$ cat config.mk
export PLATFORM = sky130hd
export DESIGN_NAME = inputs_workload_gather
export DESIGN_NICKNAME = d
export VERILOG_FILES = /design/src/rtl/chiplet_workload_pkg.sv /design/src/rtl/workload_merge_comb.sv /design/src/rtl/inputs_workload_gather.sv
export SDC_FILE = /design/constraint.sdc
export NUM_CORES = 1
export LEC_CHECK = 0
export ABC_AREA = 1
export BUFFER_PORTS_ARGS = -buffer_cell sky130_fd_sc_hd__clkbuf_2
export CAP_MARGIN = 15
export CORE_MARGIN = 2
export CORE_UTILIZATION = 55
export DETAILED_ROUTE_END_ITERATION = 8
export PLACE_DENSITY = 0.81
export SLEW_MARGIN = 10
export SYNTH_ARGS = -nofsm -noshare
export SYNTH_HDL_FRONTEND = slang
export SYNTH_HIERARCHICAL = 1
export SYNTH_SLANG_ARGS = --single-unit
$ cat constraint.sdc
create_clock -name clk_i -period 5.3 [get_ports clk_i]
set_input_delay 0.53 -clock clk_i [delete_from_list [all_inputs] [get_ports clk_i]]
set_output_delay 0.53 -clock clk_i [all_outputs]
set_load 0.01 [all_outputs]
$ cat src/rtl/chiplet_workload_pkg.sv
// Shared definitions for the chiplet workload gather/split blocks.
package chiplet_workload_pkg;

  localparam int unsigned e_merge_replicate = 0;
  localparam int unsigned e_merge_split     = 1;

  typedef enum logic {
    e_collect = 1'b0,
    e_emit    = 1'b1
  } gather_state_e;

  // Sum width wide enough that adding num_in full-scale sizes cannot wrap.
  function automatic int unsigned merge_sum_width(input int unsigned size_w,
                                                  input int unsigned num_in);
    return size_w + $clog2(num_in) + 1;
  endfunction

endpackage

$ cat src/rtl/workload_merge_comb.sv
// Combinational merge of num_in_p {id, size} tokens: max or saturating sum,
// plus an id-mismatch flag against channel 0.
module workload_merge_comb
  import chiplet_workload_pkg::*;
#(
  parameter int unsigned id_width_p      = 4,
  parameter int unsigned size_width_p    = 8,
  parameter int unsigned num_in_p        = 4,
  parameter int unsigned inputs_config_p = e_merge_split,
  localparam int unsigned width_p        = id_width_p + size_width_p
) (
  input  logic [num_in_p-1:0][width_p-1:0] tokens_i,
  output logic [width_p-1:0]               merged_c,
  output logic                             id_mismatch_c,
  output logic                             ovf_c
);

  localparam int unsigned SumW = merge_sum_width(size_width_p, num_in_p);

  typedef struct packed {
    logic [id_width_p-1:0]   id;
    logic [size_width_p-1:0] size;
  } token_t;

  token_t                  tok0;
  token_t                  tok_j;
  logic [size_width_p-1:0] max_size;
  logic [size_width_p-1:0] size_c;
  logic [SumW-1:0]         sum;

  always_comb begin
    tok0          = token_t'(tokens_i[0]);
    tok_j         = tok0;
    max_size      = '0;
    sum           = '0;
    id_mismatch_c = 1'b0;
    for (int unsigned j = 0; j < num_in_p; j++) begin
      tok_j = token_t'(tokens_i[j]);
      if (tok_j.size > max_size) max_size = tok_j.size;
      sum = sum + SumW'(tok_j.size);
      if (tok_j.id != tok0.id) id_mismatch_c = 1'b1;
    end
  end

  // Size selection: replicas take the largest, splits add up and saturate.
  always_comb begin
    ovf_c  = 1'b0;
    size_c = max_size;
    if (inputs_config_p == e_merge_split) begin
      if (sum > SumW'({size_width_p{1'b1}})) begin
        ovf_c  = 1'b1;
        size_c = '1;
      end else begin
        size_c = sum[size_width_p-1:0];
      end
    end
    merged_c = {tok0.id, size_c};
  end

endmodule

$ cat src/rtl/inputs_workload_gather.sv
// Gathers one workload token per input channel, merges them and emits a
// single token downstream; flags id mismatch and size overflow (sticky).
module inputs_workload_gather
  import chiplet_workload_pkg::*;
#(
  parameter int unsigned id_width_p      = 4,
  parameter int unsigned size_width_p    = 8,
  parameter int unsigned num_in_p        = 4,
  parameter int unsigned inputs_config_p = e_merge_split,
  localparam int unsigned width_p        = id_width_p + size_width_p
) (
  input  logic                             clk_i,
  input  logic                             reset_n_i,
  input  logic [num_in_p-1:0]              v_i,
  input  logic [num_in_p-1:0][width_p-1:0] data_i,
  output logic [num_in_p-1:0]              ready_o,
  output logic                             v_o,
  output logic [width_p-1:0]               data_o,
  input  logic                             ready_i,
  output logic                             id_err_o,
  output logic                             ovf_o
);

  if (inputs_config_p > e_merge_split) begin : g_bad_config
    $error("inputs_workload_gather: inputs_config_p must be 0 or 1");
  end

  gather_state_e                    state_q, state_d;
  logic [num_in_p-1:0]              full_q, full_d, hs;
  logic [num_in_p-1:0][width_p-1:0] slot_q, slot_d;
  logic [width_p-1:0]               data_q, data_d, merged_c;
  logic                             id_err_q, id_err_d, ovf_q, ovf_d;
  logic                             id_mismatch_c, ovf_c;

  // Ready depends only on registered state; held low while reset is asserted.
  assign ready_o = {num_in_p{reset_n_i & (state_q == e_collect)}} & ~full_q;
  assign hs      = v_i & ready_o;

  // Slot load: merge sees same-edge loads so the last arrival is included.
  always_comb begin
    slot_d = slot_q;
    full_d = full_q | hs;
    for (int unsigned j = 0; j < num_in_p; j++) begin
      if (hs[j]) slot_d[j] = data_i[j];
    end
    if ((state_q == e_emit) && ready_i) full_d = '0;
  end

  workload_merge_comb #(
    .id_width_p     (id_width_p),
    .size_width_p   (size_width_p),
    .num_in_p       (num_in_p),
    .inputs_config_p(inputs_config_p)
  ) u_merge (
    .tokens_i     (slot_d),
    .merged_c     (merged_c),
    .id_mismatch_c(id_mismatch_c),
    .ovf_c        (ovf_c)
  );

  always_ff @(posedge clk_i or negedge reset_n_i) begin
    if (!reset_n_i) state_q <= e_collect;
    else            state_q <= state_d;
  end

  always_comb begin
    state_d = state_q;
    case (state_q)
      e_collect: if (&full_d) state_d = e_emit;
      e_emit:    if (ready_i) state_d = e_collect;
      default:   state_d = e_collect;
    endcase
  end

  always_comb begin
    data_d   = data_q;
    id_err_d = id_err_q;
    ovf_d    = ovf_q;
    if ((state_q == e_collect) && (&full_d)) begin
      data_d   = merged_c;
      id_err_d = id_err_q | id_mismatch_c;
      ovf_d    = ovf_q | ovf_c;
    end
  end

  always_ff @(posedge clk_i or negedge reset_n_i) begin
    if (!reset_n_i) begin
      full_q   <= '0;
      slot_q   <= '0;
      data_q   <= '0;
      id_err_q <= 1'b0;
      ovf_q    <= 1'b0;
    end else begin
      full_q   <= full_d;
      slot_q   <= slot_d;
      data_q   <= data_d;
      id_err_q <= id_err_d;
      ovf_q    <= ovf_d;
    end
  end

  assign v_o      = (state_q == e_emit);
  assign data_o   = data_q;
  assign id_err_o = id_err_q;
  assign ovf_o    = ovf_q;

endmodule

==> key figures, run 1 <==
Placement
  – Buffers on Ports: 73
  – Final HPWL DP: around 6.5 mm
  – Routability cong.: 0.857

Yosys
  – Avg Cell Area, Syn: about 8.0 um^2
  – Synthesized Nets: 569
  – Post-synthesis cell type count: 34
  – Complex-gate fraction of the synthesized area: 0.0539
  – Flops & latches, synth: 67
  – Multiplexer share of the synthesized area: 0
  – Simple-Gate Fraction of Synth Area: 0.305
  – Main combinational cell family by area after synthesis: simple AND/OR/NAND/NOR gates
  – Post-synthesis xor/xnor area fraction: 0.0247
  – Seq/Total Area, Yosys: 0.430
  – Cells after Synth: around 490
  – Post-Syn Area: roughly 3900 um^2
  – Synth Area in Adders: 0.0996
  – Synth warn: 6

Floorplan
  – CORE AREA: between 6000 and 7000 um^2
  – Starting Density: 0.570
  – I/O pin cnt: between 70 and 80
  – Row Count: 30
  – Die area: roughly 7800 um^2
  – Chip height: ~88 um
  – Die width: just under 90 um

Worst setup path
  – Crit end category: flip-flop
  – CP Cell Sequence: inv_2, nand2_4, nor3_2, inv_1, nand2_1, nand2_1, inv_1, fa_1, inv_1, ha_1, inv_1, fa_1, nor3_1, nor3b_2, xnor2_1, ha_1, a221oi_1, nand2_2, nor2_4, nand3_1, nand3_1, nand2_1
  – Top cell by count, worst path: inv_1
  – Worst reg2reg setup slack: 0.73 ns
  – R2r endpoint: data_o[7]$_DFFE_PN0P_
  – Slowest stage delay, CP: approximately 0.42 ns
  – Worst reg2reg path depth: 22
  – Critical Path RT: about 5.5 ns
  – CP Max Fanout: 12
  – Crit-path slowest cell: dfrtp_1
  – Worst r2r src: v_o$_DFF_PN0_
  – Setup CP Type: reg2reg
  – Critical Path Start Type: flip-flop
  – CP arrival: roughly 4.8 ns

Drt
  – Via density: ~4.9
  – Routed Wire Length: 8.71 mm
  – DR vias: approximately 3,300
  – DR pass1 iterations: 4
  – DR WL/cell: between 10 and 15 um
  – Routed Antenna Nets: 0
  – Starting DRT DRC Count: around 230
  – Post-route DRC: 0

Clock tree
  – # Post-CTS Setup Buffers: 0
  – Hold-fix buffers, CTS: 0
  – Clk sinks: 67
  – CTS H-tree depth: 3
  – Clk Latency, worst-skew pair: around 0.34 ns
  – Num CTS Buffers: 9
  – Root Buffer: clkbuf_8
  – CTS resizes: 0
  – Clock Pin Slew Worst Setup and Hold Paths: ~0.080 ns
  – CTS tree: done
  – Max clock buf depth: 2

Layout
  – Area of the multi-input gates: around 1900 um^2
  – Share of post-route cells with drive strength above 1: 0.218
  – ANT cells: 0
  – Fill cells: roughly 580
  – Layout area overhead: 16.6%
  – Final #Nets: between 600 and 700
  – Register Area: ~1700 um^2

STA
  – Final Skew: between 0.009 and 0.01 ns
  – Fmax: 219 MHz
  – Slew Limit Headroom: 0.440
  – Least-Margin Pin Slew: roughly 0.84 ns
  – Minimum clock period: 4.57 ns
  – Setup violators final: 0
  – Final Hold Vio Count: 0
  – Unrepaired setup endpoints after global routing: false
  – Pins Over Slew Limit: 0
  – Setup TNS: 0 ns
  – Final Cycle Share: 0.862

Worst hold path
  – Hold path depth: 2
  – Hold endpoint: v_o$_DFF_PN0_
  – Worst Hold Class: in2reg
  – Hold Startpoint: ready_i

GRT
  – Initial antenna violation count: 0
  – Largest net degree at the start of global routing: 68
  – Vias in the first global route: 3,292
  – Global-route wire length before repair: 14.8 mm
  – GRT overflow: 0
  – Total GRT Usage: 0.250

Job
  – Max-cap viol count: 0

Run status
  – Outcome: finished, final reports clean
## area by class of cell
cell class | count | area share
Clock buffer | 12 | 0.0342
Clock inverter | 4 | 0.0107
Inverter | 66 | 0.0545
Multi-Input combinational cell | 340 | 0.415
Sequential cell | 67 | 0.369
Tap cell | 96 | 0.0264
Timing Repair Buffer | 79 | 0.0904
## layer usage
layer  vias to the layer above  track usage  wire length, um  share of wire
met1                      1531        0.309             3670           0.42
met2                        82        0.437             4450           0.51
met4                         0       0.0923              121          0.014
li1                       1646            -                -              -
met5                         -            0                0              0
met3                        10       0.0434              465          0.053
## worst max path at each step
stage                       start               endpoint  slack [ns]  depth (start not counted)
floorplan           v_o$_DFF_PN0_  data_o[0]$_DFFE_PN0P_        1.22                         22
global placement        reset_n_i  data_o[6]$_DFFE_PN0P_        0.86                         22
detailed placement      reset_n_i  data_o[7]$_DFFE_PN0P_        0.76                         22
CTS                 v_o$_DFF_PN0_  data_o[7]$_DFFE_PN0P_        0.77                         22
global route        v_o$_DFF_PN0_  data_o[0]$_DFFE_PN0P_        0.41                         22
finish              v_o$_DFF_PN0_  data_o[7]$_DFFE_PN0P_        0.73                         22
## Yosys cell counts
library cell	number	area [um^2]
nand2_1	202	758
dfrtp_1	67	1680
inv_1	62	233
nand3_1	30	150
ha_1	15	188
nor2_1	14	52.6
o21bai_1	12	90.1
fa_1	10	200
nand2_2	10	62.6
xnor2_1	9	78.8
a21oi_1	6	30.0
buf_4	6	45.0
buf_2	5	25.0
clkbuf_1	5	18.8
inv_2	4	15.0
nand3_2	4	40.0
nand4_1	3	18.8
nor3_1	3	15.0
nor3_2	3	30.0
o21bai_2	3	33.8
a31oi_1	2	12.5
xor2_1	2	17.5
a21oi_4	1	16.3
a221oi_1	1	8.76
and3_1	1	6.26
nand2_4	1	11.3
nor2_2	1	6.26
nor2_4	1	11.3
nor3b_2	1	12.5
o21ai_0	1	5.00
o22ai_1	1	6.26
o31ai_1	1	7.51
or2_2	1	6.26
or4_1	1	7.51
## worst max-delay path, delay by kind of cell, from the launching register on
kind	cells	cell delay (ns)
flip-flops	1	0.42
XOR/XNOR	1	0.23
AO/OA/AOI/OAI	1	0.36
buffers and inverters	5	0.62
AND/OR/NAND/NOR	11	1.54
adder cells (fa/ha/maj)	4	1.28
## cell families (layout without fill, tap and decap cells)
kind of cell,count (synthesis),in the layout
buf+inv,82,161
simple gates,276,276
fa+ha+maj,25,25
xor+xnor,11,11
flops,67,67
compound gates,28,28
## metrics by stage
step	std cells	setup WS, ns	area, um^2	hold slack (ns)	util
floorplan	489	1.22	3900	0.234	-
global placement	648	0.860	4340	0.453	0.635
detailed placement	648	0.756	4340	0.456	0.635
CTS	664	0.772	4540	0.380	0.665
global route	664	0.412	4540	0.388	0.665
finish	664	0.733	4540	0.392	0.665
## cell usage in the layout (no fill, tap or decap), types with 4 or more instances in the layout
cell	netlist	final
o21bai_1	12	12
nor2_1	14	14
a21oi_1	6	6
xnor2_1	9	9
clkbuf_2	0	72
dfrtp_1	67	67
nand3_2	4	4
inv_1	62	62
fa_1	10	10
nand3_1	30	30
clkbuf_8	0	11
nand2_2	10	10
ha_1	15	15
buf_4	6	6
nand2_1	202	202
inv_2	4	4
## registers in the layout (all words and copies together), names as in the netlist
name / cells
data_o: 12
full_q: 4
id_err_o: 1
ovf_o: 1
slot_q: 48
v_o: 1
Power of run 1 is left out: the tool's default activity adds up to more than one toggle a clock period on the data nets, which glitch-free logic cannot reach.
==> run 2, diff against run 1 <==
ABC_AREA = 0   (was 1)
CAP_MARGIN = default   (was 15)
PLACE_DENSITY = 0.82   (was 0.81)
==> key figures, run 2 <==
Run status
  – Outcome: finished, final reports clean

Layout
  – Most frequent cells in the layout: clkbuf_2, dfrtp_1, mux2_2, inv_1, a21oi_1
  – Final #Nets: 458
  – Fill cells: a little under 500
  – Number of flip-flops in the largest register: 48
  – Layout area overhead: 18.5%
  – Commonest non-fill, non-tap cell in the layout: clkbuf_2
  – Reg with most FFs: slot_q
  – ANT cells: 0
  – Post-Layout Cell Count: 460
  – Share of post-route cells with drive strength above 1: 0.426

Worst setup path
  – Worst reg2reg path depth: 20
  – Worst Path Buf+Inv: 3
  – Crit-path leading delay family: adder cells
  – Slowest stage delay, CP: ~0.48 ns
  – Worst r2r src: v_o$_DFF_PN0_
  – Critical Path RT: between 5 and 6 ns
  – Crit-path slowest cell: dfrtp_1
  – Critical Path Start Type: flip-flop
  – CP arrival: 5.24 ns
  – Setup CP Type: reg2reg
  – CP Cell Sequence: nand2b_4, nor3b_2, mux2_2, inv_1, fa_1, inv_1, ha_1, inv_1, fa_1, nor2b_1, o31a_1, o21a_1, nor2_1, xnor2_1, ha_1, or3_1, o32a_1, a2111oi_2, o21ai_1, mux2_4
  – Worst reg2reg setup slack: approximately 0.28 ns
  – CP Max Fanout: 9
  – R2r endpoint: data_o[5]$_DFFE_PN0P_
  – Top cell by count, worst path: inv_1
  – Crit end category: flip-flop

Yosys
  – Avg Cell Area, Syn: around 12 um^2
  – Seq/Total Area, Yosys: 0.458
  – Synthesized Nets: ~380
  – Flops & latches, synth: 67
  – Synth top cells by count: dfrtp_1, mux2_2, inv_1
  – EDFF count, synth: 0
  – Cells after Synth: between 200 and 300
  – Top cell type's share of synthesized area: 0.458
  – Synth warn: 6
  – Most frequent cell after synthesis: dfrtp_1
  – Post-synthesis cell type count: 50
  – Ys flop type: dfrtp_1
  – Async set-reset flop share out of synthesis: 1.00
  – Post-Syn Area: 3660 um^2
  – Largest area contributor in the netlist: dfrtp_1
  – Ranking of synthesized cells by area: dfrtp_1, mux2_2, fa_1

Clock tree
  – Num CTS Buffers: 9
  – # Post-CTS Setup Buffers: 0
  – Clk Latency, worst-skew pair: between 0.3 and 0.4 ns
  – Clk sinks: between 60 and 70
  – Max clock buf depth: 2
  – CTS resizes: 0
  – CTS tree: done
  – Hold-fix buffers, CTS: 0
  – Root Buffer: clkbuf_8
  – Clock Pin Slew Worst Setup and Hold Paths: around 0.070 ns
  – CTS H-tree depth: 3

STA
  – Hold WS: 0.265 ns
  – Unrepaired setup endpoints after global routing: false
  – Minimum clock period: 5.02 ns
  – Fmax: roughly 200 MHz
  – Setup violators final: 0
  – Final Skew: between 0.007 and 0.008 ns
  – Pins Over Slew Limit: 0
  – Least-Margin Pin Slew: 0.812 ns
  – Final Cycle Share: 0.947
  – Final Hold Vio Count: 0
  – Setup TNS: 0 ns
  – Slew Limit Headroom: 0.459

GRT
  – Global-route wire length before repair: 11.9 mm
  – GRT overflow: 0
  – Total GRT Usage: 0.209
  – Vias in the first global route: between 2,000 and 3,000
  – Initial antenna violation count: 0
  – Largest net degree at the start of global routing: 45

Floorplan
  – Row Count: 29
  – CORE AREA: approximately 6400 um^2
  – I/O pin cnt: 74
  – Chip height: between 80 and 90 um
  – Starting Density: 0.574
  – Die width: around 86 um
  – Die area: ~7300 um^2

Drt
  – Highest metal used: met4
  – Post-route DRC: 0
  – DR pass1 iterations: 6
  – DR WL/cell: around 15 um
  – DR WL met3: ~400 um
  – Routed Wire Length: between 7 and 8 mm
  – Starting DRT DRC Count: 105
  – Routed Antenna Nets: 0
  – DR vias: approximately 2,500
  – Met1 WL: between 3 and 4 mm
  – Via density: roughly 5.5
  – Met2 wire len: between 3 and 4 mm

Placement
  – Final HPWL DP: 5.50 mm
  – Dpl cells: approximately 440
  – Routability cong.: ~0.84
  – Buffers on Ports: 73

Worst hold path
  – Worst Hold Class: in2async

Job
  – Max-cap viol count: 0
==> run 2: cell types whose count changed after synthesis, sizes merged, moves of 10 or more <==
cell	previous run	this run
o21bai	15	2
nand2	213	7
a21oi	7	17
mux2	0	61
nand3	34	4
inv	66	25
==> run 2: final cells by class <==
cell class | count | area [um^2] | area share
inverters | 25 | 93.8 | 0.0216
flip-flops and latches | 67 | 1680 | 0.386
repair buffers | 81 | 425 | 0.0980
multi-input cells | 194 | 1830 | 0.420
well taps | 77 | 96.3 | 0.0222
clock buffers | 9 | 124 | 0.0285
clock inverters | 7 | 100 | 0.0231
==> run 2: per-layer routing <==
metal,vias up,track usage
met5,-,0
li1,1215,-
met2,69,0.340
met1,1218,0.277
met3,11,0.0462
met4,0,0.0794
==> run 2: worst max path at each step <==
stage | startpoint | to | slack, ns | depth (start not counted)
after floorplan | v_o$_DFF_PN0_ | data_o[5]$_DFFE_PN0P_ | 0.45 | 23
after global placement | reset_n_i | data_o[5]$_DFFE_PN0P_ | 0.30 | 21
after detailed placement | reset_n_i | data_o[5]$_DFFE_PN0P_ | 0.24 | 21
after CTS | v_o$_DFF_PN0_ | data_o[5]$_DFFE_PN0P_ | 0.30 | 20
after global routing | v_o$_DFF_PN0_ | data_o[5]$_DFFE_PN0P_ | 0.008 | 20
final | v_o$_DFF_PN0_ | data_o[5]$_DFFE_PN0P_ | 0.28 | 20
==> run 2: logic make-up (layout without fill, tap and decap cells) <==
kind of cell / count (synthesis) / count (layout) / synth area share
AO/OA/AOI/OAI: 53 / 53 / 0.103
XOR/XNOR: 8 / 8 / 0.0191
adder cells (fa/ha/maj): 25 / 25 / 0.106
buffers and inverters: 37 / 122 / 0.0482
flip-flops: 67 / 67 / 0.458
multiplexers: 61 / 61 / 0.196
AND/OR/NAND/NOR: 47 / 47 / 0.0704
==> run 2: metrics by stage <==
step                worst slack, ns  instance area (um^2)  utilization
global route                0.00761                  4340        0.680
CTS                           0.298                  4340        0.680
floorplan                     0.447                  3660            -
detailed placement            0.244                  4120        0.645
finish                        0.280                  4340        0.680
global placement              0.303                  4120        0.645
Power of run 2 is left out for the same reason.
==> run 3, diff against run 2 <==
CTS_BUF_LIST = sky130_fd_sc_hd__clkbuf_2   (was default)
==> key figures, run 3 (synthesis results as in run 2) <==
Run status
  – Outcome: finished, final reports clean

Layout
  – Area of the multi-input gates: 1830 um^2
  – Fill cells: around 500
  – Most frequent cells in the layout: clkbuf_2, dfrtp_1, mux2_2, inv_1, a21oi_1
  – Layout area overhead: 16.5%
  – Final #Nets: between 400 and 500
  – ANT cells: 0
  – Commonest non-fill, non-tap cell in the layout: clkbuf_2
  – Register Area: roughly 1700 um^2
  – Share of post-route cells with drive strength above 1: 0.426
  – Number of flip-flops in the largest register: 48
  – Reg with most FFs: slot_q

Clock tree
  – # Post-CTS Setup Buffers: 0
  – Clk Latency, worst-skew pair: between 0.5 and 0.6 ns
  – Clock Pin Slew Worst Setup and Hold Paths: 0.19 ns
  – CTS resizes: 0
  – CTS tree: done
  – Max clock buf depth: 2
  – Num CTS Buffers: 9
  – CTS H-tree depth: 3
  – Clk sinks: 67
  – Hold-fix buffers, CTS: 0
  – Root Buffer: clkbuf_2

Floorplan
  – Chip height: about 86 um
  – Die width: about 86 um
  – CORE AREA: between 6000 and 7000 um^2
  – Row Count: 29
  – Die area: roughly 7300 um^2
  – Starting Density: 0.574
  – I/O pin cnt: between 70 and 80

STA
  – Final Hold Vio Count: 0
  – Least-Margin Pin Slew: 0.805 ns
  – Final Cycle Share: 0.938
  – Minimum clock period: slightly below 5 ns
  – Slew Limit Headroom: 0.463
  – Fmax: 201 MHz
  – Setup TNS: 0 ns
  – Final Skew: 0.0251 ns
  – Setup violators final: 0
  – Unrepaired setup endpoints after global routing: false
  – Pins Over Slew Limit: 0

Placement
  – Final HPWL DP: 5.50 mm
  – Buffers on Ports: 73
  – Routability cong.: roughly 0.84

Worst setup path
  – Critical Path Start Type: flip-flop
  – CP Max Fanout: 11
  – Crit end category: flip-flop
  – Critical Path RT: roughly 5.7 ns
  – Worst Path Buf+Inv: 2
  – Setup CP Type: reg2reg
  – Slowest stage delay, CP: between 0.5 and 0.6 ns
  – Crit-path slowest cell: fa_1
  – CP Cell Sequence: nand2b_4, nor2_1, and2_1, buf_4, mux2_2, fa_1, inv_1, fa_1, nor2b_1, o31a_1, o21a_1, nor2_1, xnor2_1, ha_1, or3_1, o32a_1, a2111oi_2, o21ai_1, mux2_4
  – CP arrival: between 5 and 6 ns
  – Crit-path leading delay family: adder cells

Drt
  – DR pass1 iterations: 5
  – Starting DRT DRC Count: 65
  – DR vias: 2,522
  – Routed Antenna Nets: 0
  – Routed Wire Length: around 7 mm
  – DR WL/cell: about 15 um
  – Post-route DRC: 0
  – Via density: about 5.5

GRT
  – Total GRT Usage: 0.208
  – Vias in the first global route: 2,549
  – GRT overflow: 0
  – Global-route wire length before repair: 11.8 mm
  – Largest net degree at the start of global routing: 45
  – Initial antenna violation count: 0

Job
  – Max-cap viol count: 0

Worst hold path
  – Worst Hold Class: in2async
[run 3: cell counts in the layout (fill, tap and decap cells not counted)]
Identical to the previous run, type by type.
[run 3: worst paths after layout]
kind                            slack, ns               from                     to  depth (start not counted)
worst max-delay path                 0.33      v_o$_DFF_PN0_  data_o[5]$_DFFE_PN0P_                         19
worst min-delay path                 0.07          reset_n_i    full_q[3]$_DFF_PN0_                          2
worst max register to register       0.33      v_o$_DFF_PN0_  data_o[5]$_DFFE_PN0P_                         19
worst min register to register       0.50  ovf_o$_DFFE_PN0P_      ovf_o$_DFFE_PN0P_                          1
max in group asynchronous            4.75          reset_n_i   slot_q[42]$_DFF_PN0_                          2
min in group clk_i                   0.26         data_i[16]   slot_q[16]$_DFF_PN0_                          2
[run 3: layout make-up]
type	count	share of cell area
Multi-Input combinational cell	194	0.429
Tap cell	77	0.0226
Clock buffer	9	0.0106
Inverter	25	0.0220
Clock inverter	7	0.0234
Timing Repair Buffer	81	0.0996
Sequential cell	67	0.393
[run 3: routing by layer]
metal / global-route usage / part of all wire / vias up
met5: 0 / 0 / -
met4: 0.0606 / 0.0096 / 0
met3: 0.0529 / 0.052 / 7
met2: 0.344 / 0.48 / 62
met1: 0.272 / 0.46 / 1233
li1: - / - / 1220
[run 3: stage by stage]
step	utilization	hold slack (ns)	setup WS, ns	cell area (um^2)	instances
finish	0.668	0.0740	0.330	4270	460
global route	0.668	0.0432	0.0390	4270	460
CTS	0.668	0.0552	0.274	4260	460
detailed placement	0.645	0.464	0.244	4120	444
global placement	0.645	0.463	0.303	4120	444
floorplan	-	0.234	0.447	3660	298
[run 3: worst reg2reg max path, cell delays in order (launching register included)]
cell and delay [ns]:
dfrtp_1 0.52, nand2b_4 0.23, nor2_1 0.13, and2_1 0.19, buf_4 0.22, mux2_2 0.38
fa_1 0.53, inv_1 0.07, fa_1 0.45, nor2b_1 0.16, o31a_1 0.18, o21a_1 0.12
nor2_1 0.04, xnor2_1 0.13, ha_1 0.19, or3_1 0.31, o32a_1 0.37, a2111oi_2 0.27
o21ai_1 0.11, mux2_4 0.28
Power of run 3 is left out for the same reason.
